### config.mk
export PLATFORM = sky130hd
export DESIGN_NAME = soft_clock_ctrl
export DESIGN_NICKNAME = d
export VERILOG_FILES = /design/src/rtl/soft_clock_pkg.sv /design/src/rtl/soft_clock_ctrl_timer.sv /design/src/rtl/soft_clock_ctrl.sv
export SDC_FILE = /design/constraint.sdc
export NUM_CORES = 1
export LEC_CHECK = 0
export CORE_MARGIN = 2
export CORE_UTILIZATION = 43
export CTS_CLUSTER_DIAMETER = 80
export CTS_CLUSTER_SIZE = 10
export DETAILED_ROUTE_END_ITERATION = 8
export PLACE_DENSITY = 0.79
export SYNTH_ARGS = -nofsm -noshare
export SYNTH_HDL_FRONTEND = slang
export SYNTH_SLANG_ARGS = --single-unit
### constraint.sdc
create_clock -name Bus2IP_Clk -period 2.15 [get_ports Bus2IP_Clk]
set_input_delay 0.645 -clock Bus2IP_Clk [delete_from_list [all_inputs] [get_ports Bus2IP_Clk]]
set_output_delay 0.645 -clock Bus2IP_Clk [all_outputs]
set_load 0.02 [all_outputs]
### src/rtl/soft_clock_pkg.sv
// Shared definitions for the soft-clock gate and its controller: command nibbles
// and the controller FSM state encoding.
package soft_clock_pkg;

  localparam logic [3:0] CLOCK_ENABLE  = 4'b1010;
  localparam logic [3:0] CLOCK_DISABLE = 4'b0101;

  typedef enum logic [1:0] {
    StIdle    = 2'd0,
    StIssue   = 2'd1,
    StBackoff = 2'd2
  } ctrl_state_e;

  function automatic logic [3:0] cmd_nibble(input logic on);
    return on ? CLOCK_ENABLE : CLOCK_DISABLE;
  endfunction

  function automatic int unsigned max_u(input int unsigned a, input int unsigned b);
    return (a > b) ? a : b;
  endfunction

endpackage

### src/rtl/soft_clock_ctrl_timer.sv
// Loadable down-counter with terminal-count flag; shared by the timeout and backoff
// phases of the soft-clock controller. Saturates at zero.
module soft_clock_ctrl_timer #(
  parameter int unsigned Width = 4
) (
  input  logic             clk,
  input  logic             rst_n,
  input  logic             load,
  input  logic [Width-1:0] load_val,
  input  logic             en,
  output logic             tc
);

  logic [Width-1:0] count_q, count_d;

  always_comb begin
    count_d = count_q;
    if (load) begin
      count_d = load_val;
    end else if (en && (count_q != '0)) begin
      count_d = count_q - Width'(1);
    end
  end

  always_ff @(posedge clk) begin
    if (!rst_n) begin
      count_q <= '0;
    end else begin
      count_q <= count_d;
    end
  end

  assign tc = (count_q == '0);

endmodule

### src/rtl/soft_clock_ctrl.sv
// Soft-clock sequencer: turns hold requests into enable/disable writes to the gate with
// timeout, backoff and bounded retry. Optional SOFT_CLOCK_CTRL_STATS_EN adds counters.
module soft_clock_ctrl
  import soft_clock_pkg::*;
#(
  parameter int unsigned C_SIPIF_DWIDTH = 32,
  parameter int unsigned C_NUM_REQ      = 4,
  parameter int unsigned C_TOUT         = 16,
  parameter int unsigned C_BACKOFF      = 8,
  parameter int unsigned C_MAX_RETRY    = 3
) (
  input  logic                        Bus2IP_Clk,
  input  logic                        Bus2IP_Resetn,
  input  logic [C_NUM_REQ-1:0]        Req_Hold,
  output logic [C_NUM_REQ-1:0]        Req_HoldAck,
  output logic                        Ctl2Clk_WrCE,
  output logic [0:C_SIPIF_DWIDTH-1]   Ctl2Clk_Data,
  output logic [0:C_SIPIF_DWIDTH/8-1] Ctl2Clk_BE,
  input  logic                        Clk2Ctl_WrAck,
  input  logic                        Clk2Ctl_Error,
  output logic                        Ctl_ClkOn,
  output logic                        Ctl_Busy,
  output logic                        Ctl_Fault
`ifdef SOFT_CLOCK_CTRL_STATS_EN
  ,
  output logic [15:0]                 Ctl_XferCnt,
  output logic [7:0]                  Ctl_ErrCnt
`endif
);

  localparam int unsigned DW       = C_SIPIF_DWIDTH;
  localparam int unsigned BeW      = C_SIPIF_DWIDTH / 8;
  localparam int unsigned ToutW    = $clog2(C_TOUT);
  localparam int unsigned BackoffW = $clog2(C_BACKOFF + 1);
  localparam int unsigned TimerW   = max_u(ToutW, BackoffW);

  localparam logic [TimerW-1:0] ToutLoad    = TimerW'(C_TOUT - 1);
  localparam logic [TimerW-1:0] BackoffLoad = TimerW'(C_BACKOFF - 1);
  localparam logic [3:0]        MaxRetry    = 4'(C_MAX_RETRY);

  ctrl_state_e          state_q, state_d;
  logic                 target_q, target_d;
  logic                 clk_on_q, clk_on_d;
  logic                 fault_q, fault_d;
  logic [3:0]           retry_q, retry_d, retry_inc;
  logic                 wrce_q, wrce_d;
  logic [0:DW-1]        data_q, data_d;
  logic [0:BeW-1]       be_q, be_d;
  logic [C_NUM_REQ-1:0] hold_ack_q;

  logic                 desired_on;
  logic                 timer_load, timer_en, timer_tc;
  logic [TimerW-1:0]    timer_val;
  logic                 xfer_ok, xfer_fail;

  assign desired_on = ~|Req_Hold;
  assign retry_inc  = (retry_q == 4'hF) ? retry_q : retry_q + 4'd1;

  soft_clock_ctrl_timer #(
    .Width(TimerW)
  ) u_timer (
    .clk     (Bus2IP_Clk),
    .rst_n   (Bus2IP_Resetn),
    .load    (timer_load),
    .load_val(timer_val),
    .en      (timer_en),
    .tc      (timer_tc)
  );

  always_comb begin
    state_d    = state_q;
    target_d   = target_q;
    clk_on_d   = clk_on_q;
    fault_d    = fault_q;
    retry_d    = retry_q;
    timer_load = 1'b0;
    timer_val  = ToutLoad;
    timer_en   = 1'b0;
    xfer_ok    = 1'b0;
    xfer_fail  = 1'b0;

    case (state_q)
      StIdle: begin
        if (!fault_q && (desired_on != clk_on_q)) begin
          target_d   = desired_on;
          timer_load = 1'b1;
          state_d    = StIssue;
        end
      end
      StIssue: begin
        timer_en = 1'b1;
        // WrAck takes priority over Error when both arrive together
        if (Clk2Ctl_WrAck) begin
          xfer_ok  = 1'b1;
          clk_on_d = target_q;
          retry_d  = 4'd0;
          state_d  = StIdle;
        end else if (Clk2Ctl_Error || timer_tc) begin
          xfer_fail = 1'b1;
          retry_d   = retry_inc;
          if (retry_inc >= MaxRetry) begin
            fault_d = 1'b1;
            state_d = StIdle;
          end else begin
            timer_load = 1'b1;
            timer_val  = BackoffLoad;
            state_d    = StBackoff;
          end
        end
      end
      StBackoff: begin
        timer_en = 1'b1;
        if (timer_tc) begin
          timer_load = 1'b1;
          timer_val  = ToutLoad;
          state_d    = StIssue;
        end
      end
      default: state_d = StIdle;
    endcase

    // Bus outputs are registered from the next state so they stay flat across ISSUE
    wrce_d = (state_d == StIssue);
    data_d = '0;
    be_d   = '0;
    if (wrce_d) begin
      data_d[DW-4:DW-1] = cmd_nibble(target_d);
      be_d              = '1;
    end
  end

  always_ff @(posedge Bus2IP_Clk) begin
    if (!Bus2IP_Resetn) begin
      state_q    <= StIdle;
      target_q   <= 1'b1;
      clk_on_q   <= 1'b1;
      fault_q    <= 1'b0;
      retry_q    <= 4'd0;
      wrce_q     <= 1'b0;
      data_q     <= '0;
      be_q       <= '0;
      hold_ack_q <= '0;
    end else begin
      state_q    <= state_d;
      target_q   <= target_d;
      clk_on_q   <= clk_on_d;
      fault_q    <= fault_d;
      retry_q    <= retry_d;
      wrce_q     <= wrce_d;
      data_q     <= data_d;
      be_q       <= be_d;
      hold_ack_q <= Req_Hold & {C_NUM_REQ{~clk_on_q}};
    end
  end

  assign Req_HoldAck  = hold_ack_q;
  assign Ctl2Clk_WrCE = wrce_q;
  assign Ctl2Clk_Data = data_q;
  assign Ctl2Clk_BE   = be_q;
  assign Ctl_ClkOn    = clk_on_q;
  assign Ctl_Busy     = (state_q != StIdle);
  assign Ctl_Fault    = fault_q;

`ifdef SOFT_CLOCK_CTRL_STATS_EN
  logic [15:0] xfer_cnt_q;
  logic [7:0]  err_cnt_q;

  always_ff @(posedge Bus2IP_Clk) begin
    if (!Bus2IP_Resetn) begin
      xfer_cnt_q <= '0;
      err_cnt_q  <= '0;
    end else begin
      if (xfer_ok && (xfer_cnt_q != 16'hFFFF)) xfer_cnt_q <= xfer_cnt_q + 16'd1;
      if (xfer_fail && (err_cnt_q != 8'hFF))   err_cnt_q  <= err_cnt_q + 8'd1;
    end
  end

  assign Ctl_XferCnt = xfer_cnt_q;
  assign Ctl_ErrCnt  = err_cnt_q;
`else
  logic unused_stats;
  assign unused_stats = xfer_ok ^ xfer_fail;
`endif

endmodule

; ---- Yosys cells after proc, flatten, opt, wreduce, memory -nomap -nowiden
; Cells that the tools add are included.
[op_classes]
add_sub_neg = 2
magnitude_cmp = 1
eq_ne = 5
mux = 26
bitwise = 3
reduce_logical = 17
[ops]
columns = op, n
row1 = 4-bit two-way mux, 11
row2 = 2-bit two-way mux, 5
row3 = 1-bit two-way mux, 8
row4 = 2-bit one-hot mux with 3 select lines, 1
row5 = 2-bit AND reduction, 3
row6 = 2-bit nonzero test, 3
row7 = 4-bit by 1-bit adder with 4-bit output (second input constant), 1
row8 = 4-bit bitwise AND, 1
row9 = 2-bit by 1-bit == test with 1-bit output (second input constant), 2
row10 = 4-bit == test (second input constant), 1
row11 = 4-bit by 2-bit greater-or-equal comparator with 1-bit output (second input constant), 1
row12 = 4-bit zero test, 1
row13 = 4-bit AND reduction, 1
row14 = 4-bit nonzero test, 1
row15 = 4-bit OR reduction, 1
row16 = 4-bit by 1-bit subtractor with 4-bit output (second input constant), 1
row17 = 1-bit one-hot mux with 3 select lines, 1
row18 = 2-bit == test (second input constant), 1
row19 = 1-bit logical AND, 2
row20 = 1-bit zero test, 2
row21 = 2-bit zero test, 1
row22 = 1-bit inverter, 2
row23 = 2-bit OR reduction, 1
row24 = 1-bit logical OR, 1
row25 = 1-bit != test, 1
[totals]
ff_bits = 54
input_bits = 8
output_inout_bits = 44
word_cells = 65

; ---- Longest topological paths before layout
[logic_depth]
depth_word = 9
mapped_depth = 6
ltp_nobuf = 6

; ---- Hierarchy
; A second synthesis with hierarchy kept.
[hier_totals]
hier_cells = 156
area_unflattened_um2 = 1348.8
[by_module_without_submodules]
columns = module, n_inst, cells_per_inst, area_each_um2, seq_area_each_um2
row1 = soft_clock_ctrl, 1, 125, 1092.3, 320.3
row2 = soft_clock_ctrl_timer, 1, 31, 256.5, 80.1

; ---- Worst setup path after synthesis
; No wires, ideal clock.
[synth_path]
path_kind = input port to flip-flop
start = in Req_Hold[0]
end = reg u_timer.count_q[3]
setup_time_ps = 95
arrival_time_ps = 1673
required_ps = 2055
setup_slack_ps = 381
stages = 4
path_buffers = 0
path_cell_list = nor4_4 > mux2i_2 > o21ai_1 > a221oi_1
[synth_between]
elab_chain_cells = 7
word_cells_on_any_way = 8
classes_between = eq/ne (1) / mux (3) / reduce/logical (4)
[synth_lines]
columns = element, line
row1 = "start, declared", soft_clock_ctrl.sv:14  ; input logic [C_NUM_REQ-1:0] Req_Hold,
row2 = 4-bit OR reduction (*), soft_clock_ctrl.sv:56  ; assign desired_on = ~|Req_Hold;
row3 = 1-bit zero test (*), soft_clock_ctrl.sv:56
row4 = 1-bit != test (*), soft_clock_ctrl.sv:84  ; if (!fault_q && (desired_on != clk_on_q)) begin
row5 = 1-bit logical AND (*), soft_clock_ctrl.sv:84
row6 = 1-bit two-way mux (*), soft_clock_ctrl.sv:84
row7 = 1-bit one-hot mux with 3 select lines (*), soft_clock_ctrl.sv:82  ; case (state_q)
row8 = 4-bit two-way mux or 2-bit nonzero test (tied branches), -
row9 = "end signal, assigned", soft_clock_ctrl_timer.sv:29  ; count_q <= count_d;
row10 = "end, declared", soft_clock_ctrl_timer.sv:14  ; logic [Width-1:0] count_q, count_d;
; Mark *: on every way between the ends. The rest lies on a longest branch, timed or not.
; A chain may end at the register's enable or synchronous reset.

; ---- Final worst setup path
[layout_path]
start = reg fault_q, in the netlist Ctl_Fault
end = out Ctl_Fault
[layout_rtl]
columns = element, line
row1 = "start, declared", soft_clock_ctrl.sv:44  ; logic fault_q, fault_d;
row2 = "start signal, assigned", soft_clock_ctrl.sv:147  ; fault_q <= fault_d;
row3 = "end, declared", soft_clock_ctrl.sv:23  ; output logic Ctl_Fault
; No word-level cell between the ends.

==> summary.md <==
| Metric | Value |
|---|---|
| Result of the run | `finished, final reports clean` |
| Area of the mapped netlist | `0.00134 sq mm` |
| EDFF count, synth | `0` |
| Initial core utilization | `approximately 44%` |
| Async SR Flop Fraction | `0%` |
| ANT nets after route | `0` |
| Largest net degree at the start of global routing | `13` |
| Port buffer count | `23` |
| TritonCTS Sinks | `20` |
| Gr ovfl total | `0` |
| Post-synthesis mux area share | `approximately 1.8%` |
| Area post-placement | `0.00150 sq mm` |
| DR vias | `1049` |
| CP startpoint | `Ctl_Fault` |
| Final setup violation count | `0` |
| Bufs and invs on worst path | `1` |
| CP Capture Type | `output port` |
| Yosys reg bits | `20` |
| Ys Warns | `0` |
| Worst-skew pair later-pin latency | `330 ps` |
| Top_reg_cell synth | `dfxtp_1` |
| Sequential element share of the synthesized area | `30.0%` |
| DP HPWL | `approximately 2000 um` |
| Synth Area in Simple Gates | `around a fifth` |
| Reg area | `402 sq um` |
| Post-route clock skew | `9.88 ps` |
| Fillers | `287` |
| Post-CTS setup buffer count | `0` |
| Unrepaired setup endpoints after global routing | `false` |
| Max Cap Viol | `0` |
| Initial antenna violation count | `0` |
| Synth Area in Adders | `5.62%` |
| DRC | `0` |
| Post-route setup TNS | `0 ps` |
| Diodes inserted | `0` |
| Cell Rows | `20` |
| Mean post-synth cell area | `between 9 and 10 sq um` |
| First-pass GRT wire length | `4170 um` |
| Die width | `59.7 um` |
| Reg power frac | `between 30 and 40%` |
| Depth of the worst register-to-register path | `6` |
| RR Startpoint | `u_timer.count_q[0]` |
| Total GRT Usage | `15.4%` |
| Critical path peak fanout | `7` |
| Critical path class | `flip-flop to output port` |
| Worst path arrival time | `1450 ps` |
| Vias in the first global route | `approximately 940` |
| Largest family of logic cells by synthesized area | `buffers and inverters` |
| IO Count | `52` |
| Fin crit share | `97.4%` |
| Distinct cells, synth | `46` |
| Internal power | `approximately 0.85 mW` |
| Drt wl/cell | `roughly 12 um` |
| Final Core Density | `51.8%` |
| CP max stage cell | `clkdlybuf4s50_1` |
| Hold path startpoint | `target_q` |
| DIE AREA | `between 0.003 and 0.004 sq mm` |
| Fmax | `478 MHz` |
| Fin crit period | `about 2100 ps` |
| Crit-path max cell delay | `650 ps` |
| P_leak | `0.668 nW` |
| Max H-tree Level | `1` |
| Post-synthesis compound-gate area fraction | `a little under a fifth` |
| Iter 0 DRT Violations | `82` |
| Inserted Clock Buffers | `3` |
| Layout cells sized above 1 | `between 10% and 20%` |
| DR pass1 iterations | `4` |
| Peak VDD IR | `415 uV` |
| Multi-input logic area | `748 sq um` |
| Nets | `187` |
| Worst-path cell chain | `clkdlybuf4s50_1` |
| Synth Instances | `146` |
| Gate power share | `40.6%` |
| Most common cell after layout, fill and taps aside | `conb_1` |
| Final hold vios | `0` |
| Root Buffer | `clkbuf_4` |
| Hold Crit Class | `flip-flop to flip-flop` |
| Clock Power Share | `23.9%` |
| Vias per cell | `5.12` |
| Required time of the worst setup path | `1500 ps` |
| Net switching power | `0.481 mW` |
| Slew Viols, Final | `0` |
| CTS tree | `done` |
| Crit-path leading delay family | `buffers and inverters` |
| Synth Area in XOR/XNOR | `0.656%` |
| Reg clk slew, reported paths | `120 ps` |
| Most frequent cells in the layout | `conb_1, clkdlybuf4s50_1, dfxtp_1, nand2_1, inv_1` |
| Clock Path Buffers | `2` |
| Worst hold path depth | `2` |
| Chip Height | `59.7 um` |
| Routability congestion estimate from global placement | `0.788` |
| Layout area overhead | `16.5%` |
| Final instance area | `0.00156 sq mm` |
| CP startpoint kind | `flip-flop` |
| Core ar. | `0.00300 sq mm` |
| Logic depth of the worst setup path including buffers | `1` |
| Switching Share | `36.0%` |
| PD cells | `around 860 mW/mm^2` |
| Detailed Route WL | `about 2600 um` |
-- worst paths after layout --
| kind | endpoint | slack (ps) |
|---|---|---|
| max | Ctl_Fault | 60 |
| min | Ctl_ClkOn | 500 |
| max reg2reg | Ctl2Clk_Data[30] | 260 |
| min reg2reg | Ctl_ClkOn | 500 |
-- synthesized netlist by cell type, types with 3 or more instances --
cell type	number	share of area, %
dfxtp_1	20	30
nand3_1	3	1.1
buf_4	35	20
inv_1	8	2.2
and2_1	5	2.3
a21oi_1	5	1.9
o22ai_1	4	1.9
ha_1	6	5.6
nor3b_1	4	2.2
nor2_1	3	0.84
nor3_1	3	1.1
nand2_1	10	2.8
-- state kept, by name, indices dropped and copies added (netlist names) --
signal,flops
Ctl_Fault,1
Req_HoldAck,4
Ctl2Clk_Data,2
u_timer.count_q,4
Ctl2Clk_BE,1
Ctl_ClkOn,1
target_q,1
state_q,2
retry_q,4
-- routing by layer --
layer | share of wire [%] | GRT usage, % | wire length, um | vias up
li1 | - | - | - | 505
met1 | 41 | 18.6 | 1060 | 498
met2 | 50 | 24.7 | 1290 | 40
met3 | 6.2 | 5.41 | 158 | 6
met4 | 1.9 | 6.35 | 49 | 0
met5 | 0 | 0 | 0 | -
-- repair_timing --
item	CTS	global route
endpoints found under the setup margin	1	5
gates resized for setup	1	4
hold buffers	0	0
pin swaps	0	0
-- power by group through the flow --
stage / sequential [mW] / combinational [mW] / clock, mW
global route: 0.482 / 0.594 / 0.332
floorplan: 0.494 / 0.406 / 0
detailed placement: 0.480 / 0.535 / 0
finish: 0.475 / 0.542 / 0.319
global placement: 0.477 / 0.514 / 0
CTS: 0.473 / 0.538 / 0.317
-- through the flow --
step,setup WS [ps],power (mW),hold slack (ps),instances
final,56.9,1.34,500,205
after floorplan,381,0.900,475,173
after CTS,10.4,1.33,509,205
after global routing,1.69,1.41,575,205
after global placement,-216,0.991,508,201
after detailed placement,-286,1.01,503,201
-- final cells by class --
| type | count | area share, % |
|---|---|---|
| sequential | 20 | 25.8 |
| tap | 33 | 2.65 |
| clock buffer | 3 | 1.45 |
| multi-input combinational | 109 | 48.1 |
| inverter | 9 | 2.17 |
| timing repair buffer | 30 | 17.9 |
| clock inverter | 1 | 1.93 |
-- cell families (layout without fill, tap and decap cells) --
family          count (synthesis)  in the layout
fa+ha+maj                       6              6
flops                          20             20
simple gates                   43             43
compound gates                 29             29
mux                             2              2
xor+xnor                        1              1
buf+inv                        44             43
other cells                     1             28
Power figures use the tool's default switching activity.
